[src/rtl/hyperram_pkg.sv]
// Shared types and encodings for the HyperRAM request sequencer.
// Direction/space encodings match the controller's rd/wr and mem/reg select semantics.
package hyperram_pkg;

    localparam int ADDR_W   = 32;
    localparam int DATA_W   = 32;
    localparam int NWORDS_W = 8;
    localparam int LAT_W    = 3;

    localparam logic RD  = 1'b1;
    localparam logic WR  = 1'b0;
    localparam logic REG = 1'b1;
    localparam logic MEM = 1'b0;

    typedef enum logic [2:0] {
        ST_IDLE,
        ST_ISSUE,
        ST_WAIT_BUSY,
        ST_ACTIVE,
        ST_DONE
    } seq_state_t;

    // A burst length of zero still moves one word.
    function automatic logic [NWORDS_W-1:0] eff_words(input logic [NWORDS_W-1:0] n);
        return (n == '0) ? NWORDS_W'(1) : n;
    endfunction

endpackage

[src/rtl/hyperram_wr_fifo.sv]
// Show-ahead write-data FIFO: head word is visible combinationally, 0 when empty.
// Popping an empty FIFO raises a sticky underflow flag and leaves the pointers alone.
module hyperram_wr_fifo
    import hyperram_pkg::*;
#(
    parameter int DEPTH = 16
) (
    input  logic                     clk,
    input  logic                     rst,
    input  logic                     push,
    input  logic [DATA_W-1:0]        push_data,
    input  logic                     pop,
    output logic [DATA_W-1:0]        head,
    output logic [$clog2(DEPTH):0]   count,
    output logic                     full,
    output logic                     underflow
);

    localparam int PTR_W = $clog2(DEPTH);

    logic [DATA_W-1:0] mem [DEPTH];
    logic [PTR_W-1:0]  wr_ptr_reg;
    logic [PTR_W-1:0]  rd_ptr_reg;
    logic [PTR_W:0]    count_reg;
    logic              underflow_reg;
    logic              empty;
    logic              do_pop;
    logic              do_push;

    assign empty   = (count_reg == '0);
    assign full    = (count_reg == (PTR_W+1)'(DEPTH));
    assign do_pop  = pop && !empty;
    // A pop in the same cycle frees the slot, so a full FIFO can still take a word.
    assign do_push = push && (!full || do_pop);

    always_ff @(posedge clk) begin
        if (do_push) begin
            mem[wr_ptr_reg] <= push_data;
        end
    end

    always_ff @(posedge clk or posedge rst) begin
        if (rst) begin
            wr_ptr_reg    <= '0;
            rd_ptr_reg    <= '0;
            count_reg     <= '0;
            underflow_reg <= 1'b0;
        end else begin
            if (do_push) begin
                wr_ptr_reg <= wr_ptr_reg + 1'b1;
            end
            if (do_pop) begin
                rd_ptr_reg <= rd_ptr_reg + 1'b1;
            end
            case ({do_push, do_pop})
                2'b10:   count_reg <= count_reg + 1'b1;
                2'b01:   count_reg <= count_reg - 1'b1;
                default: count_reg <= count_reg;
            endcase
            if (pop && empty) begin
                underflow_reg <= 1'b1;
            end
        end
    end

    assign head      = empty ? '0 : mem[rd_ptr_reg];
    assign count     = count_reg;
    assign underflow = underflow_reg;

endmodule

[src/rtl/hyperram_req_sequencer.sv]
// Request sequencer in front of hyperram_controller: accepts one request, strobes ctrl_cs,
// tracks ctrl_busy to completion. Optional counters via HYPERRAM_SEQ_STATS_EN.
module hyperram_req_sequencer
    import hyperram_pkg::*;
#(
    parameter int WFIFO_DEPTH  = 16,
    parameter int BUSY_TIMEOUT = 64
) (
    input  logic                clk,
    input  logic                rst,
    input  logic                req_valid,
    output logic                req_ready,
    input  logic                req_rd_or_wr,
    input  logic                req_mem_or_reg,
    input  logic [ADDR_W-1:0]   req_addr,
    input  logic [NWORDS_W-1:0] req_num_words,
    input  logic [LAT_W-1:0]    req_latency,
    input  logic                wd_valid,
    output logic                wd_ready,
    input  logic [DATA_W-1:0]   wd_data,
    output logic [DATA_W-1:0]   rd_data,
    output logic                rd_valid,
    output logic                done,
    output logic                err_timeout,
    output logic                err_underflow,
    output logic                ctrl_cs,
    output logic                ctrl_rd_sel,
    output logic                ctrl_wr_sel,
    output logic                ctrl_mem_sel,
    output logic                ctrl_reg_sel,
    output logic [NWORDS_W-1:0] ctrl_num_words,
    output logic [LAT_W-1:0]    ctrl_latency,
    output logic [ADDR_W-1:0]   ctrl_addr_in,
    output logic [DATA_W-1:0]   ctrl_wr_data_in,
    input  logic                ctrl_wr_data_next,
    input  logic [DATA_W-1:0]   ctrl_rd_data_out,
    input  logic                ctrl_rd_data_valid,
    input  logic                ctrl_busy
`ifdef HYPERRAM_SEQ_STATS_EN
    ,
    output logic [31:0]         stat_rd_cnt,
    output logic [31:0]         stat_wr_cnt
`endif
);

    localparam int CNT_W = $clog2(WFIFO_DEPTH) + 1;
    localparam int TO_W  = $clog2(BUSY_TIMEOUT + 1);

    seq_state_t          state_reg;
    logic                idle_reg;
    logic [TO_W-1:0]     wait_cnt_reg;
    logic [CNT_W-1:0]    fifo_count;
    logic                fifo_full;
    logic [NWORDS_W-1:0] req_eff;

    assign req_eff  = eff_words(req_num_words);
    // idle_reg keeps req_ready low while in reset and for the first cycle after it.
    assign req_ready = idle_reg &&
                       ((req_rd_or_wr == RD) || (16'(fifo_count) >= 16'(req_eff)));
    assign wd_ready  = !fifo_full || ctrl_wr_data_next;

    hyperram_wr_fifo #(
        .DEPTH (WFIFO_DEPTH)
    ) u_wr_fifo (
        .clk       (clk),
        .rst       (rst),
        .push      (wd_valid && wd_ready),
        .push_data (wd_data),
        .pop       (ctrl_wr_data_next),
        .head      (ctrl_wr_data_in),
        .count     (fifo_count),
        .full      (fifo_full),
        .underflow (err_underflow)
    );

    always_ff @(posedge clk or posedge rst) begin
        if (rst) begin
            state_reg      <= ST_IDLE;
            idle_reg       <= 1'b0;
            wait_cnt_reg   <= '0;
            ctrl_cs        <= 1'b0;
            ctrl_rd_sel    <= 1'b0;
            ctrl_wr_sel    <= 1'b0;
            ctrl_mem_sel   <= 1'b0;
            ctrl_reg_sel   <= 1'b0;
            ctrl_num_words <= '0;
            ctrl_latency   <= '0;
            ctrl_addr_in   <= '0;
            done           <= 1'b0;
            err_timeout    <= 1'b0;
        end else begin
            ctrl_cs <= 1'b0;
            done    <= 1'b0;
            case (state_reg)
                ST_IDLE: begin
                    idle_reg <= 1'b1;
                    if (req_valid && req_ready) begin
                        state_reg      <= ST_ISSUE;
                        idle_reg       <= 1'b0;
                        ctrl_cs        <= 1'b1;
                        ctrl_rd_sel    <= (req_rd_or_wr == RD);
                        ctrl_wr_sel    <= (req_rd_or_wr == WR);
                        ctrl_reg_sel   <= (req_mem_or_reg == REG);
                        ctrl_mem_sel   <= (req_mem_or_reg == MEM);
                        ctrl_num_words <= req_eff;
                        ctrl_latency   <= req_latency;
                        ctrl_addr_in   <= req_addr;
                    end
                end
                ST_ISSUE: begin
                    state_reg    <= ST_WAIT_BUSY;
                    wait_cnt_reg <= '0;
                end
                ST_WAIT_BUSY: begin
                    if (ctrl_busy) begin
                        state_reg <= ST_ACTIVE;
                    end else if (wait_cnt_reg == TO_W'(BUSY_TIMEOUT - 1)) begin
                        state_reg   <= ST_DONE;
                        done        <= 1'b1;
                        err_timeout <= 1'b1;
                    end else begin
                        wait_cnt_reg <= wait_cnt_reg + 1'b1;
                    end
                end
                ST_ACTIVE: begin
                    if (!ctrl_busy) begin
                        state_reg <= ST_DONE;
                        done      <= 1'b1;
                    end
                end
                ST_DONE: begin
                    state_reg <= ST_IDLE;
                    idle_reg  <= 1'b1;
                end
                default: begin
                    state_reg <= ST_IDLE;
                end
            endcase
        end
    end

    always_ff @(posedge clk or posedge rst) begin
        if (rst) begin
            rd_data  <= '0;
            rd_valid <= 1'b0;
        end else begin
            rd_valid <= ctrl_rd_data_valid;
            if (ctrl_rd_data_valid) begin
                rd_data <= ctrl_rd_data_out;
            end
        end
    end

`ifdef HYPERRAM_SEQ_STATS_EN
    // Counted on the done pulse; selects are still held at that point.
    always_ff @(posedge clk or posedge rst) begin
        if (rst) begin
            stat_rd_cnt <= '0;
            stat_wr_cnt <= '0;
        end else if (done) begin
            if (ctrl_rd_sel) begin
                stat_rd_cnt <= stat_rd_cnt + 1'b1;
            end else begin
                stat_wr_cnt <= stat_wr_cnt + 1'b1;
            end
        end
    end
`endif

endmodule
[config.mk]
export PLATFORM = sky130hd
export DESIGN_NAME = hyperram_req_sequencer
export DESIGN_NICKNAME = d
export VERILOG_FILES = /design/src/rtl/hyperram_pkg.sv /design/src/rtl/hyperram_wr_fifo.sv /design/src/rtl/hyperram_req_sequencer.sv
export SDC_FILE = /design/constraint.sdc
export NUM_CORES = 1
export LEC_CHECK = 0
export CAP_MARGIN = 20
export CORE_UTILIZATION = 35
export DETAILED_ROUTE_END_ITERATION = 12
export DONT_BUFFER_PORTS = 1
export GPL_TIMING_DRIVEN = 0
export HOLD_SLACK_MARGIN = 0.15
export PLACE_DENSITY = 0.47
export SYNTH_ARGS = -nofsm -noshare
export SYNTH_HDL_FRONTEND = slang
export SYNTH_HIERARCHICAL = 1
export SYNTH_SLANG_ARGS = --single-unit
[constraint.sdc]
create_clock -name clk -period 5.1 [get_ports clk]
set_input_delay 0.51 -clock clk [delete_from_list [all_inputs] [get_ports clk]]
set_output_delay 0.51 -clock clk [all_outputs]
set_load 0.1 [all_outputs]
==> results summary <==
The final estimated routing congestion in global placement is 0.7256. The initial antenna violation count is 6. The share of synthesized flip-flops with an asynchronous set or reset is 17.42%.

sky130_fd_sc_hd__edfxtp_1 takes more of the synthesized area than any other cell. The maximum VDD drop is 0.3457 mV. The worst-case headroom to the max-slew limit is 25.93%. After routing the design area is 29,570 sq um. In the final routed layout, each cell accounts on average for 25.02 um. The portion of the post-synthesis area used by sequential elements is 74.56%. The TritonCTS clock tree is built. The instance area after placement is 26,050 sq um. The wire-length estimate of the detail-placed layout is 38.46 mm.

The largest registers in the layout are u_wr_fifo/mem (512), ctrl_addr_in (32), rd_data (32). Global routing consumed, over all layers together, 17.11% of the routing resources. The library cell used as clock root buffer is sky130_fd_sc_hd__clkbuf_16. u_wr_fifo/mem holds more flip-flops than any other register. The reg2reg setup slack is 0.99 ns.

The flow ran to the end, and the final reports show no timing, DRC or antenna violations. The H-tree depth reported by CTS came out at 3. In the layout the commonest cells are sky130_fd_sc_hd__edfxtp_1, sky130_fd_sc_hd__mux4_2, sky130_fd_sc_hd__dlygate4sd3_1.

Counting distinct cell types in the post-synthesis netlist gives 54. The number of nets in the layout is 1,516. For the pin with the worst max-slew slack, the measured transition is 1.111 ns.

For the worst setup path, the data required time is 4.59 ns. The register with the most flip-flops in the layout has 512 of them. In this run the remaining antenna-violating nets after routing total 0.

The clock passes through at most 3 buffers. The overall via count from detail_route is 11,920. Among all flip-flop cells after synthesis, the most frequent one is sky130_fd_sc_hd__edfxtp_1. The net count after synthesis came out at 1,288.

The first global-routing pass estimated 86.89 mm of wire. Row generation in the floorplan step produced 96 rows. The synthesized design contains 620 register bits. The die boundary width is 265.2 um.

The synthesized netlist occupies a cell area of 24,250 sq um. Power spread over the standard cell area amounts to 677.0 nW/um^2. The clock-pin slew on the worst setup and hold paths came out at 0.05 ns. The number of iterations in the first detailed-routing pass is 5. The maximum fanout along the worst path came out at 10. The die covers 70,330 sq um. The most common cell after layout, fill and taps aside is sky130_fd_sc_hd__edfxtp_1. The vertical die dimension is 265.2 um. Global routing finished with a remaining overflow of 0. The reported max-cap violation count is 0.

Including well taps, the total number of placed cells is 2,129. The launching element type of the critical path is a flip-flop. The starting utilization of the core area came out at 35.35%. The final number of setup-violating endpoints came out at 0.

The number of flops mapped to enable cells by yosys is 512. In this run the worst setup path terminates at ctrl_wr_data_in[30]. The Yosys warning count is 6. Relative to the synthesized area, the layout overhead comes to 21.97%.

The class of the most critical setup path is flip-flop to output port. The arrival time of the worst setup path came out at 3.76 ns. The number of max-slew violations in the final report is 0. The number of primary I/O pins came out at 234. The number of buffers created by CTS is 72. Setup repair after global routing left no endpoint under its margin.

The cell depth of the worst flop-to-flop path came out at 13. The number of buffers added on ports is 0. The clock period minus worst slack is 4.267 ns. The routed via count divided by cell count came out at 5.015. The launching element of the worst setup path is u_wr_fifo/count[4]. The detailed router's first-iteration violation count came out at 711. The later-pin clock latency in the skew report came out at 0.62 ns.

Ranked by total cell area, the synthesized netlist is headed by sky130_fd_sc_hd__edfxtp_1, sky130_fd_sc_hd__mux4_2, sky130_fd_sc_hd__dfrtp_1. STA classifies the critical path endpoint as an output port. The filler-free cell count of the finished design came out at 2,376. The synthesized instance count is 1,157. The core outline area is 68,590 sq um. The fmax is 234.4 MHz. The final design utilization came out at 43.12%.

After detailed routing, the number of remaining DRC violations is 0. The static power due to leakage is 9.984 nW. The post-CTS setup repair buffer count came out at 0. The number of global-route vias before repair is 12,740.

In the final layout, the share of cells above drive strength 1 is 30.86%. The worst hold path belongs to the class input pin to flip-flop. The clock net in this run drives a total of 620 sinks. The number of hold violations in the final report came out at 0. Entering global routing, the biggest net connects 69 pins. The final setup skew is 0.02735 ns. The top-area cell type share of the netlist area came out at 63.41%. The routed wire length came out at 59.44 mm. In the finished design, the share of the clock period the worst path needs comes to 83.66%. The average cell area after synthesis is 20.96 sq um. The endpoint of the most critical register-to-register path is u_wr_fifo/count[4]. In this run the critical register-to-register path is launched from u_wr_fifo/count[0].
==> synthesized netlist by cell type, types with 4 or more instances <==
cell type,count
sky130_fd_sc_hd__and3_1,5
sky130_fd_sc_hd__mux2i_1,5
sky130_fd_sc_hd__nor2b_1,34
sky130_fd_sc_hd__buf_2,22
sky130_fd_sc_hd__nand2_1,9
sky130_fd_sc_hd__edfxtp_1,512
sky130_fd_sc_hd__mux4_2,128
sky130_fd_sc_hd__and2_1,9
sky130_fd_sc_hd__a221o_1,32
sky130_fd_sc_hd__o21ai_0,6
sky130_fd_sc_hd__ha_1,14
sky130_fd_sc_hd__buf_1,11
sky130_fd_sc_hd__clkbuf_1,15
sky130_fd_sc_hd__mux2_4,6
sky130_fd_sc_hd__mux2_2,106
sky130_fd_sc_hd__inv_1,22
sky130_fd_sc_hd__a21oi_1,6
sky130_fd_sc_hd__buf_12,4
sky130_fd_sc_hd__nand3_1,8
sky130_fd_sc_hd__nand2b_1,7
sky130_fd_sc_hd__xnor2_1,11
sky130_fd_sc_hd__nor2_1,26
sky130_fd_sc_hd__nor3_1,7
sky130_fd_sc_hd__nor4_1,4
sky130_fd_sc_hd__dfrtp_1,108
==> worst max-delay path, cell delays in order (launching register included) <==
cell                       delay (ns)
sky130_fd_sc_hd__dfrtp_1         0.39
sky130_fd_sc_hd__buf_2           0.27
sky130_fd_sc_hd__inv_1           0.11
sky130_fd_sc_hd__nand2_1         0.17
sky130_fd_sc_hd__and3_1          0.17
sky130_fd_sc_hd__buf_1           0.26
sky130_fd_sc_hd__clkbuf_1        0.74
sky130_fd_sc_hd__a221o_1         1.03
==> routing by layer <==
metal  up-vias  track usage (%)  share of wire (%)
li1       5174                -                  -
met1      6276            21.28                 41
met2       357            28.97                 49
met3       103            5.018                6.7
met4         6            4.749                2.5
met5         -                0              0.064
==> final cells by class <==
type | instances | area [sq um]
Antenna cell | 3 | 7.507
Buffer | 59 | 359.1
Clock buffer | 96 | 2007
Clock inverter | 35 | 377.9
Fill cell | 5954 | 39010
Inverter | 22 | 85.08
Multi-Input combinational cell | 456 | 5792
Sequential cell | 620 | 18080
Tap cell | 931 | 1165
Timing Repair Buffer | 154 | 1703
==> logic make-up after synthesis <==
group                      after synthesis  share of synthesized area (%)
adders and majority gates               15                         0.8050
muxes                                  245                          17.39
and+or+nand+nor                        121                          2.792
DFF                                    620                          74.56
buffers and inverters                   81                          1.822
AOI/OAI and AO/OA                       63                          2.198
xor gates and xnor gates                12                         0.4335
==> through the flow <==
step,power (mW),setup slack [ns],hold slack [ns],setup TNS [ns]
floorplan,13.38,-0.3009,0.3992,-38.51
global placement,14.81,-4.883,0.5037,-755.05
detailed placement,14.98,0.9580,0.3972,0
CTS,20.31,0.7554,0.1815,0
global route,20.82,0.5693,0.2082,0
finish,20.02,0.8331,0.2132,0
==> where the power goes <==
group / leakage [nW] / internal, mW / switching [mW]
sequential: 5.92 / 6.17 / 1.99
combinational: 2.91 / 2.19 / 4.53
clock: 1.16 / 3.09 / 2.06
==> worst min path at each step <==
stage	startpoint	to	slack (ns)	cells past startpoint
after global placement	idle_reg	idle_reg	0.50	2
after global routing	ctrl_wr_data_next	u_wr_fifo/count[4]	0.21	3
after CTS	ctrl_wr_data_next	u_wr_fifo/rd_ptr_reg[0]	0.18	2
after detailed placement	rst	ctrl_num_words[1]	0.40	1
after floorplan	rst	u_wr_fifo/count[0]	0.40	1
final	ctrl_wr_data_next	u_wr_fifo/rd_ptr_reg[0]	0.21	2
==> timing repair <==
action | in CTS | in global routing
resized for setup | 0 | 0
endpoints found under the hold margin | 667 | 0
hold buffers | 113 | 0
No activity file was read; power rests on OpenSTA's default activity.
